<file path="config.mk">
export PLATFORM = sky130hd
export DESIGN_NAME = alu_cmd_ctrl
export DESIGN_NICKNAME = d
export VERILOG_FILES = /design/src/rtl/alu_cmd_ctrl.sv
export SDC_FILE = /design/constraint.sdc
export NUM_CORES = 1
export LEC_CHECK = 0
export BUFFER_PORTS_ARGS = -buffer_cell sky130_fd_sc_hd__buf_2
export CAP_MARGIN = 20
export CELL_PAD_IN_SITES_DETAIL_PLACEMENT = 0
export CELL_PAD_IN_SITES_GLOBAL_PLACEMENT = 1
export CORE_ASPECT_RATIO = 1.2
export CORE_MARGIN = 2
export CORE_UTILIZATION = 45
export CTS_BUF_LIST = sky130_fd_sc_hd__clkbuf_4 sky130_fd_sc_hd__clkbuf_8
export DETAILED_ROUTE_END_ITERATION = 8
export PLACE_DENSITY_LB_ADDON = 0.25
export SLEW_MARGIN = 10
export SYNTH_ARGS = -nofsm -noshare
export SYNTH_HDL_FRONTEND = slang
export SYNTH_SLANG_ARGS = --single-unit
export TNS_END_PERCENT = 5
</file>
<file path="constraint.sdc">
create_clock -name CLK -period 2.7 [get_ports CLK]
set_input_delay 0.405 -clock CLK [delete_from_list [all_inputs] [get_ports CLK]]
set_output_delay 0.405 -clock CLK [all_outputs]
set_load 0.01 [all_outputs]
</file>
<file path="src/rtl/alu_cmd_ctrl.sv">
// alu_cmd_ctrl: byte-frame command front-end for the unsigned ALU.
// Parses CC/DD frames from the UART RX parallel interface, loads operands and
// function code, pulses the ALU enable, gates the ALU clock while a result is
// pending, and streams the 16-bit result LSB-first into the TX FIFO.
module alu_cmd_ctrl #(
    parameter int                    DATA_WIDTH    = 8,
    parameter int                    OP_CODE_WIDTH = 4,
    parameter logic [DATA_WIDTH-1:0] CMD_ALU_OP    = 8'hCC,
    parameter logic [DATA_WIDTH-1:0] CMD_ALU_NOP   = 8'hDD,
    parameter int                    WAIT_TIMEOUT  = 4
) (
    input  logic                       CLK,
    input  logic                       RST,
    input  logic [DATA_WIDTH-1:0]      RX_P_DATA,
    input  logic                       RX_D_VLD,
    input  logic [2*DATA_WIDTH-1:0]    ALU_OUT,
    input  logic                       ALU_OUT_VALID,
    input  logic                       FIFO_FULL,
    output logic [DATA_WIDTH-1:0]      ALU_A,
    output logic [DATA_WIDTH-1:0]      ALU_B,
    output logic [OP_CODE_WIDTH-1:0]   ALU_FUN,
    output logic                       ALU_EN,
    output logic                       CLK_GATE_EN,
    output logic [DATA_WIDTH-1:0]      TX_P_DATA,
    output logic                       TX_D_VLD,
    output logic                       BUSY,
    output logic                       CMD_ERR
);

    localparam logic [2:0] IDLE     = 3'd0;
    localparam logic [2:0] GET_A    = 3'd1;
    localparam logic [2:0] GET_B    = 3'd2;
    localparam logic [2:0] GET_FUN  = 3'd3;
    localparam logic [2:0] RUN      = 3'd4;
    localparam logic [2:0] WAIT_RES = 3'd5;
    localparam logic [2:0] SEND_LO  = 3'd6;
    localparam logic [2:0] SEND_HI  = 3'd7;

    localparam int               CNT_W    = $clog2(WAIT_TIMEOUT + 1);
    localparam logic [CNT_W-1:0] CNT_LAST = CNT_W'(WAIT_TIMEOUT - 1);

    logic [2:0]              state;
    logic [2:0]              next_state;
    logic                    err_next;
    logic [CNT_W-1:0]        wait_cnt;
    logic [2*DATA_WIDTH-1:0] result;
    logic                    in_send;

    assign in_send  = (state == SEND_LO) || (state == SEND_HI);
    // A byte is written only when the FIFO can take it, so each byte lands exactly once.
    assign TX_D_VLD = in_send && !FIFO_FULL;
    assign BUSY     = (state != IDLE);

    // Present the result byte for the current SEND state; zero elsewhere.
    always_comb begin
        TX_P_DATA = '0;
        if (state == SEND_LO)
            TX_P_DATA = result[DATA_WIDTH-1:0];
        else if (state == SEND_HI)
            TX_P_DATA = result[2*DATA_WIDTH-1:DATA_WIDTH];
    end

    // Frame parser / result handshake next-state logic.
    always_comb begin
        // NOTE: defaults first so every path assigns both outputs and no latch is inferred.
        next_state = state;
        err_next   = 1'b0;
        case (state)
            IDLE: begin
                if (RX_D_VLD) begin
                    if (RX_P_DATA == CMD_ALU_OP)
                        next_state = GET_A;
                    else if (RX_P_DATA == CMD_ALU_NOP)
                        next_state = GET_FUN;
                    else
                        err_next = 1'b1;
                end
            end
            GET_A:    if (RX_D_VLD) next_state = GET_B;
            GET_B:    if (RX_D_VLD) next_state = GET_FUN;
            GET_FUN:  if (RX_D_VLD) next_state = RUN;
            RUN:      next_state = WAIT_RES;
            WAIT_RES: begin
                if (ALU_OUT_VALID) begin
                    next_state = SEND_LO;
                end else if (wait_cnt == CNT_LAST) begin
                    next_state = IDLE;
                    err_next   = 1'b1;
                end
            end
            SEND_LO:  if (TX_D_VLD) next_state = SEND_HI;
            SEND_HI:  if (TX_D_VLD) next_state = IDLE;
            default:  next_state = IDLE;
        endcase
    end

    // State register.
    always_ff @(posedge CLK or negedge RST) begin
        // NOTE: sequential state uses non-blocking assignments so all flops update together.
        if (!RST)
            state <= IDLE;
        else
            state <= next_state;
    end

    // Operand and function-code registers; they keep their value until reloaded.
    always_ff @(posedge CLK or negedge RST) begin
        if (!RST) begin
            ALU_A   <= '0;
            ALU_B   <= '0;
            ALU_FUN <= '0;
        end else if (RX_D_VLD) begin
            case (state)
                GET_A:   ALU_A   <= RX_P_DATA;
                GET_B:   ALU_B   <= RX_P_DATA;
                GET_FUN: ALU_FUN <= RX_P_DATA[OP_CODE_WIDTH-1:0];
                default: ;
            endcase
        end
    end

    // Capture the ALU result when it is flagged valid while waiting.
    always_ff @(posedge CLK or negedge RST) begin
        if (!RST)
            result <= '0;
        else if (state == WAIT_RES && ALU_OUT_VALID)
            result <= ALU_OUT;
    end

    // Timeout counter: counts WAIT_RES cycles, clears whenever WAIT_RES is left.
    always_ff @(posedge CLK or negedge RST) begin
        if (!RST)
            wait_cnt <= '0;
        else if (state == WAIT_RES && next_state == WAIT_RES)
            wait_cnt <= wait_cnt + 1'b1;
        else
            wait_cnt <= '0;
    end

    // Registered decodes of the next state keep the ALU enable and the clock-gate
    // enable glitch-free; the gate stays open through WAIT_RES so the ALU can drop
    // its valid flag.
    always_ff @(posedge CLK or negedge RST) begin
        if (!RST) begin
            ALU_EN      <= 1'b0;
            CLK_GATE_EN <= 1'b0;
            CMD_ERR     <= 1'b0;
        end else begin
            ALU_EN      <= (next_state == RUN);
            CLK_GATE_EN <= (next_state == RUN) || (next_state == WAIT_RES);
            CMD_ERR     <= err_next;
        end
    end

endmodule

</file>
==> results of run 1 <==
## final timing paths
path	startpoint	depth (start not counted)	slack, ns	endpoint
worst max-delay path	state[0]$_DFF_PN0_	3	0.64	TX_P_DATA[6]
worst min-delay path	ALU_OUT[7]	2	0.33	result[7]$_DFFE_PN0P_
worst max register to register	state[0]$_DFF_PN0_	3	0.86	ALU_A[3]$_DFFE_PN0P_
worst min register to register	wait_cnt[0]$_DFF_PN0_	1	0.44	wait_cnt[0]$_DFF_PN0_
max in group asynchronous	RST	3	1.71	result[13]$_DFFE_PN0P_
min in group asynchronous	RST	2	0.52	ALU_EN$_DFF_PN0_
## layer usage
layer,global-route usage,vias up,wire length (um)
met4,0.0667,0,71
met5,0,-,0
met1,0.195,657,1590
met2,0.286,58,1930
met3,0.0587,10,308
li1,-,647,-
## area by class of cell
cell class,instances,area [um^2]
Fill cell,361,1780
Inverter,4,17.5
Tap cell,56,70.1
Sequential cell,45,1130
Clock inverter,3,68.8
Multi-Input combinational cell,93,865
Timing Repair Buffer,63,335
Clock buffer,5,68.8
## worst max-delay path, cell delays in order, from the launching register on
cell,delay (ns)
dfrtp_1,0.87
mux2i_1,0.27
nor2_1,0.07
buf_2,0.16
## registers in the layout (all words and copies together) (netlist names)
register / cells
result: 16
state: 3
ALU_FUN: 4
ALU_B: 8
ALU_A: 8
CLK_GATE_EN: 1
CMD_ERR: 1
wait_cnt: 3
ALU_EN: 1
## logic make-up after synthesis
group | Yosys count | synth area share
buffers and inverters | 10 | 0.0346
flip-flops | 45 | 0.546
multiplexers | 44 | 0.254
adder cells (fa/ha/maj) | 2 | 0.0121
AND/OR/NAND/NOR | 31 | 0.0934
AO/OA/AOI/OAI | 13 | 0.0473
XOR/XNOR | 3 | 0.0127
## cells in the final DEF, fill, tap and decap left out, drive strengths merged, types with 2 or more instances in the layout
| cell type | count |
|---|---|
| mux2i | 8 |
| clkbuf | 5 |
| a22oi | 2 |
| mux2 | 36 |
| ha | 2 |
| nor2b | 2 |
| nand2 | 4 |
| nand2b | 3 |
| and3 | 2 |
| a31oi | 2 |
| nor2 | 16 |
| o21ai | 2 |
| bufinv | 2 |
| xor2 | 2 |
| buf | 62 |
| dfrtp | 45 |
| inv | 5 |
## report_power, final
group | internal, uW | switching [uW]
clock network | 372 | 232
registers | 974 | 239
logic | 591 | 494
## per-stage QoR
step	setup WS (ns)	total power, uW	area, um^2	hold WS, ns
5_1_grt	0.504	3100	2550	0.315
3_3_place_gp	0.904	2270	2380	0.419
2_1_floorplan	1.30	1980	2060	0.109
6_report	0.639	2900	2550	0.334
4_1_cts	0.622	2930	2520	0.274
3_5_place_dp	0.867	2320	2380	0.432
==> run_results.csv, run 1 <==
group,metric,value,unit
clock_network,cts_buffers,5,
cells_and_area,final_util,0.590,
route,drc,0,
clock_network,ctsResizeCount,0,
clock_network,cts_root_buf,"clkbuf_8",
synthesis,async_reset_ff_frac,1.00,
synthesis,synth_cells,148,
synthesis,synth_cell_types,36,
cells_and_area,drive_above_1_share,0.498,
placement,dp_cells,259,
critical_path,crit_type,"flop to output port",
timing,finalSetupViolations,0,
synthesis,synth_edf_count,0,
placement,port_buffers,61,
route,firstDrtPassIters,4,
synthesis,synth_seq_cells,45,
clock_network,insertion_delay,0.30,ns
power,ir_drop,517,uV
die,core_area,0.00433,mm^2
die,floorplan.initialDensity,0.477,
die,fp-row-count,26,
synthesis,syn-num-nets,179,
critical_path,critPathLaunchType,"flop",
job,cap_violations,0,
clock_network,cts_tree,"built",
synthesis,syn_avg_cell_area,13.9,um^2
synthesis,yosysMostFrequentCell,"dfrtp_1",
timing,min_period,2.06,ns
global_route,overflow,0,
synthesis,synthTopCellsByCount,"45 x dfrtp_1, 18 x mux2_2, 14 x nor2_1",
clock_network,ctsLongestPathBuffers,2,
timing,finalCritPeriodShare,0.763,
die,dieArea,0.00514,mm^2
route,drtIter0Drc,45,
min_path,hold_class,"primary input to flop",
die,die_w,65.8,um
global_route,grt_max_degree,46,
critical_path,path_max_fanout,18,
route,ant_nets,0,
synthesis,yosysTopAreaCellShare,0.546,
timing,tns,0,ns
global_route,antenna_found_initial,0,
clock_network,cts.sinks,45,
synthesis,syn_area,0.00206,mm^2
cells_and_area,syn2layout_area_growth,23.7,%
route,vias_per_cell,5.10,
die,io_pins,62,
route,drt-total-wl,3.90,mm
global_route,track_usage,0.170,
clock_network,htreeDepth,2,
global_route,grt_pass1_vias,1440,
clock_network,path_clk_slew,0.08,ns
synthesis,synthFlopType,"dfrtp_1",
timing,drv_slew,0,
timing,rsz0062_at_grt,"no",
synthesis,synth-warning-count,0,
critical_path,worstPathRequired,2.30,ns
clock_network,postCtsHoldBufs,0,
timing,slew_headroom,0.468,
power,p_leak,0.00132,uW
clock_network,cts_setup_buffers,0,
placement,gp_congestion,0.851,
status,status,"finished, final reports clean",
critical_path,end_kind,"output port",
synthesis,yosys.area.top_type,"dfrtp_1",
timing,tightest_slew,0.798,ns
cells_and_area,final_nets,243,
timing,finalHoldViolCount,0,
timing,worst_clock_skew,0.00938,ns
placement,hpwl,2.94,mm
global_route,grt_pass1_wl,6.62,mm
timing,fmax,485,MHz
cells_and_area,diodes,0,
synthesis,yosysSeqAreaShare,0.546,
cells_and_area,stdcell_count,269,
route,wl_per_cell,14.5,um
synthesis,synth_area_leaders,"dfrtp_1 55%, mux2_2 9.8%, mux2_4 7.3%",
critical_path,crit_arrival,1.66,ns
die,die_h,78.2,um
power,powerDensity,1140,mW/mm^2
route,num_vias,1372,
Note: power is estimated with default switching activity, not from simulation.
==> inputs of run 2 (changes only) <==
--- a/config.mk
+++ b/config.mk
@@ -11,7 +11,7 @@
 export CELL_PAD_IN_SITES_GLOBAL_PLACEMENT = 1
 export CORE_ASPECT_RATIO = 1.2
 export CORE_MARGIN = 2
-export CORE_UTILIZATION = 45
+export CORE_UTILIZATION = 42
 export CTS_BUF_LIST = sky130_fd_sc_hd__clkbuf_4 sky130_fd_sc_hd__clkbuf_8
 export DETAILED_ROUTE_END_ITERATION = 8
 export PLACE_DENSITY_LB_ADDON = 0.25
==> constraint.sdc (replaced) <==
create_clock -name CLK -period 1.94 [get_ports CLK]
set_input_delay 0.291 -clock CLK [delete_from_list [all_inputs] [get_ports CLK]]
set_output_delay 0.291 -clock CLK [all_outputs]
set_load 0.01 [all_outputs]
==> run 2 against run 1 <==
  * Critical path depth is 1 higher
  * First-iteration DRC count grew to 2.5 times the previous value
  * Wire length up 5.9%
  * Cell count up 1.1%
  * Clock skew down 0.0049 ns
  * Sequential cell count stayed put
  * Sequential power up 36%
  * Global-route usage is essentially flat
==> run_results.csv, run 2 (synthesis gave the netlist of run 1 again) <==
group,metric,value,unit
timing,worst_clock_skew,0.00453,ns
global_route,grt_max_degree,46,
clock_network,path_clk_slew,0.08,ns
power,power,3860,uW
placement,hpwl,3.10,mm
die,dieArea,0.00549,mm^2
clock_network,cts_tree,"built",
timing,fmax,575,MHz
cells_and_area,diodes,0,
cells_and_area,final_cell_mix,"61 x buf_2, 45 x dfrtp_1, 18 x mux2_2",
die,floorplan.initialDensity,0.442,
cells_and_area,largest_reg_flops,16,
placement,place_area,0.00241,mm^2
timing,min_period,1.74,ns
power,p_leak,0.00131,uW
cells_and_area,syn2layout_area_growth,21.8,%
clock_network,cts_root_buf,"clkbuf_8",
global_route,antenna_found_initial,0,
route,wl_per_cell,15.2,um
global_route,track_usage,0.170,
critical_path,critPathLaunchType,"flop",
cells_and_area,drive_above_1_share,0.509,
timing,finalSetupViolations,0,
clock_network,postCtsHoldBufs,0,
timing,tightest_slew,0.559,ns
cells_and_area,top_register,"result",
route,ant_nets,0,
power,clkPwrFrac,0.160,
timing,holdWs,0.0695,ns
global_route,overflow,0,
route,drtIter0Drc,113,
status,status,"finished, final reports clean",
job,cap_violations,0,
critical_path,crit_type,"flop to output port",
die,die_h,80.8,um
placement,port_buffers,61,
critical_path,worstPathRequired,1.65,ns
timing,finalCritPeriodShare,0.897,
route,drc,0,
die,core_area,0.00466,mm^2
cells_and_area,final_nets,244,
global_route,grt_pass1_vias,1427,
placement,dp_cells,264,
clock_network,htreeDepth,2,
placement,gp_congestion,0.834,
power,p_comb_frac,0.414,
clock_network,ctsLongestPathBuffers,2,
power,ir_drop,693,uV
timing,rsz0062_at_grt,"no",
clock_network,cts_buffers,5,
cells_and_area,stdcell_count,272,
power,swShare,0.346,
die,fp-row-count,27,
timing,slew_headroom,0.627,
route,drt-total-wl,4.14,mm
min_path,hold_class,"primary input to async pin",
cells_and_area,final_common_cell,"buf_2",
clock_network,insertion_delay,0.29,ns
critical_path,crit_arrival,1.45,ns
critical_path,path_max_fanout,7,
route,num_vias,1349,
power,power.internal,2520,uW
critical_path,end_kind,"output port",
clock_network,cts.sinks,45,
global_route,grt_pass1_wl,6.95,mm
timing,tns,0,ns
timing,finalHoldViolCount,0,
cells_and_area,largest_registers,"result x16, ALU_A x8, ALU_B x8",
cells_and_area,fin_area,0.00251,mm^2
timing,drv_slew,0,
power,seq_power_share,0.426,
clock_network,cts_setup_buffers,0,
power,p_sw,1330,uW
route,firstDrtPassIters,4,
die,io_pins,62,
power,powerDensity,1530,mW/mm^2
cells_and_area,fillers,437,
die,die_w,68.0,um
route,vias_per_cell,4.96,
## run 2: area by class of cell
cell class                      instances  area [um^2]  area share
Multi-Input combinational cell         93          867       0.345
Sequential cell                        45         1130       0.448
Clock buffer                            7         96.3      0.0383
Tap cell                               58         72.6      0.0289
Clock inverter                          1         5.00     0.00199
Timing Repair Buffer                   64          328       0.130
Inverter                                4         17.5     0.00697
## run 2: repair_timing
action	in CTS	in global routing
endpoints found under the setup margin	0	6
hold endpoints to repair	0	0
gates resized for setup	0	1
## run 2: final timing paths
kind,startpoint,endpoint,slack [ns],depth (start not counted)
worst max register to register,state[2]$_DFF_PN0_,ALU_B[5]$_DFFE_PN0P_,0.28,3
worst min-delay path,RST,result[9]$_DFFE_PN0P_,0.07,2
min in group CLK,ALU_OUT[2],result[2]$_DFFE_PN0P_,0.23,2
worst max-delay path,state[0]$_DFF_PN0_,TX_P_DATA[3],0.20,4
max in group asynchronous,RST,result[14]$_DFFE_PN0P_,1.49,2
worst min register to register,wait_cnt[0]$_DFF_PN0_,wait_cnt[0]$_DFF_PN0_,0.45,1
## run 2: metal layers
layer	vias up	global-route usage	wire length [um]
met5	-	0	0
met1	666	0.219	1770
met2	33	0.272	2150
met4	0	0.0520	19
li1	648	-	-
met3	2	0.0540	205
## run 2: worst max-delay path, stage by stage, from the launching register on
cell and delay, ns:
dfrtp_1 0.53, buf_4 0.23, mux2i_1 0.19, nor2_1 0.06, buf_2 0.14
## run 2: through the flow
step           setup slack (ns)   util
4_1_cts                   0.131  0.538
2_1_floorplan             0.558      -
5_1_grt                  0.0645  0.539
3_3_place_gp              0.361  0.517
6_report                  0.200  0.539
3_5_place_dp              0.297  0.517
## run 2: power groups by stage
| stage | Clock [uW] | Sequential (uW) | Combinational, uW |
|---|---|---|---|
| 3_3_place_gp | 0 | 1640 | 1590 |
| 5_1_grt | 686 | 1700 | 1760 |
| 4_1_cts | 649 | 1640 | 1630 |
| 3_5_place_dp | 0 | 1650 | 1620 |
| 6_report | 619 | 1640 | 1600 |
| 2_1_floorplan | 0 | 1650 | 1100 |
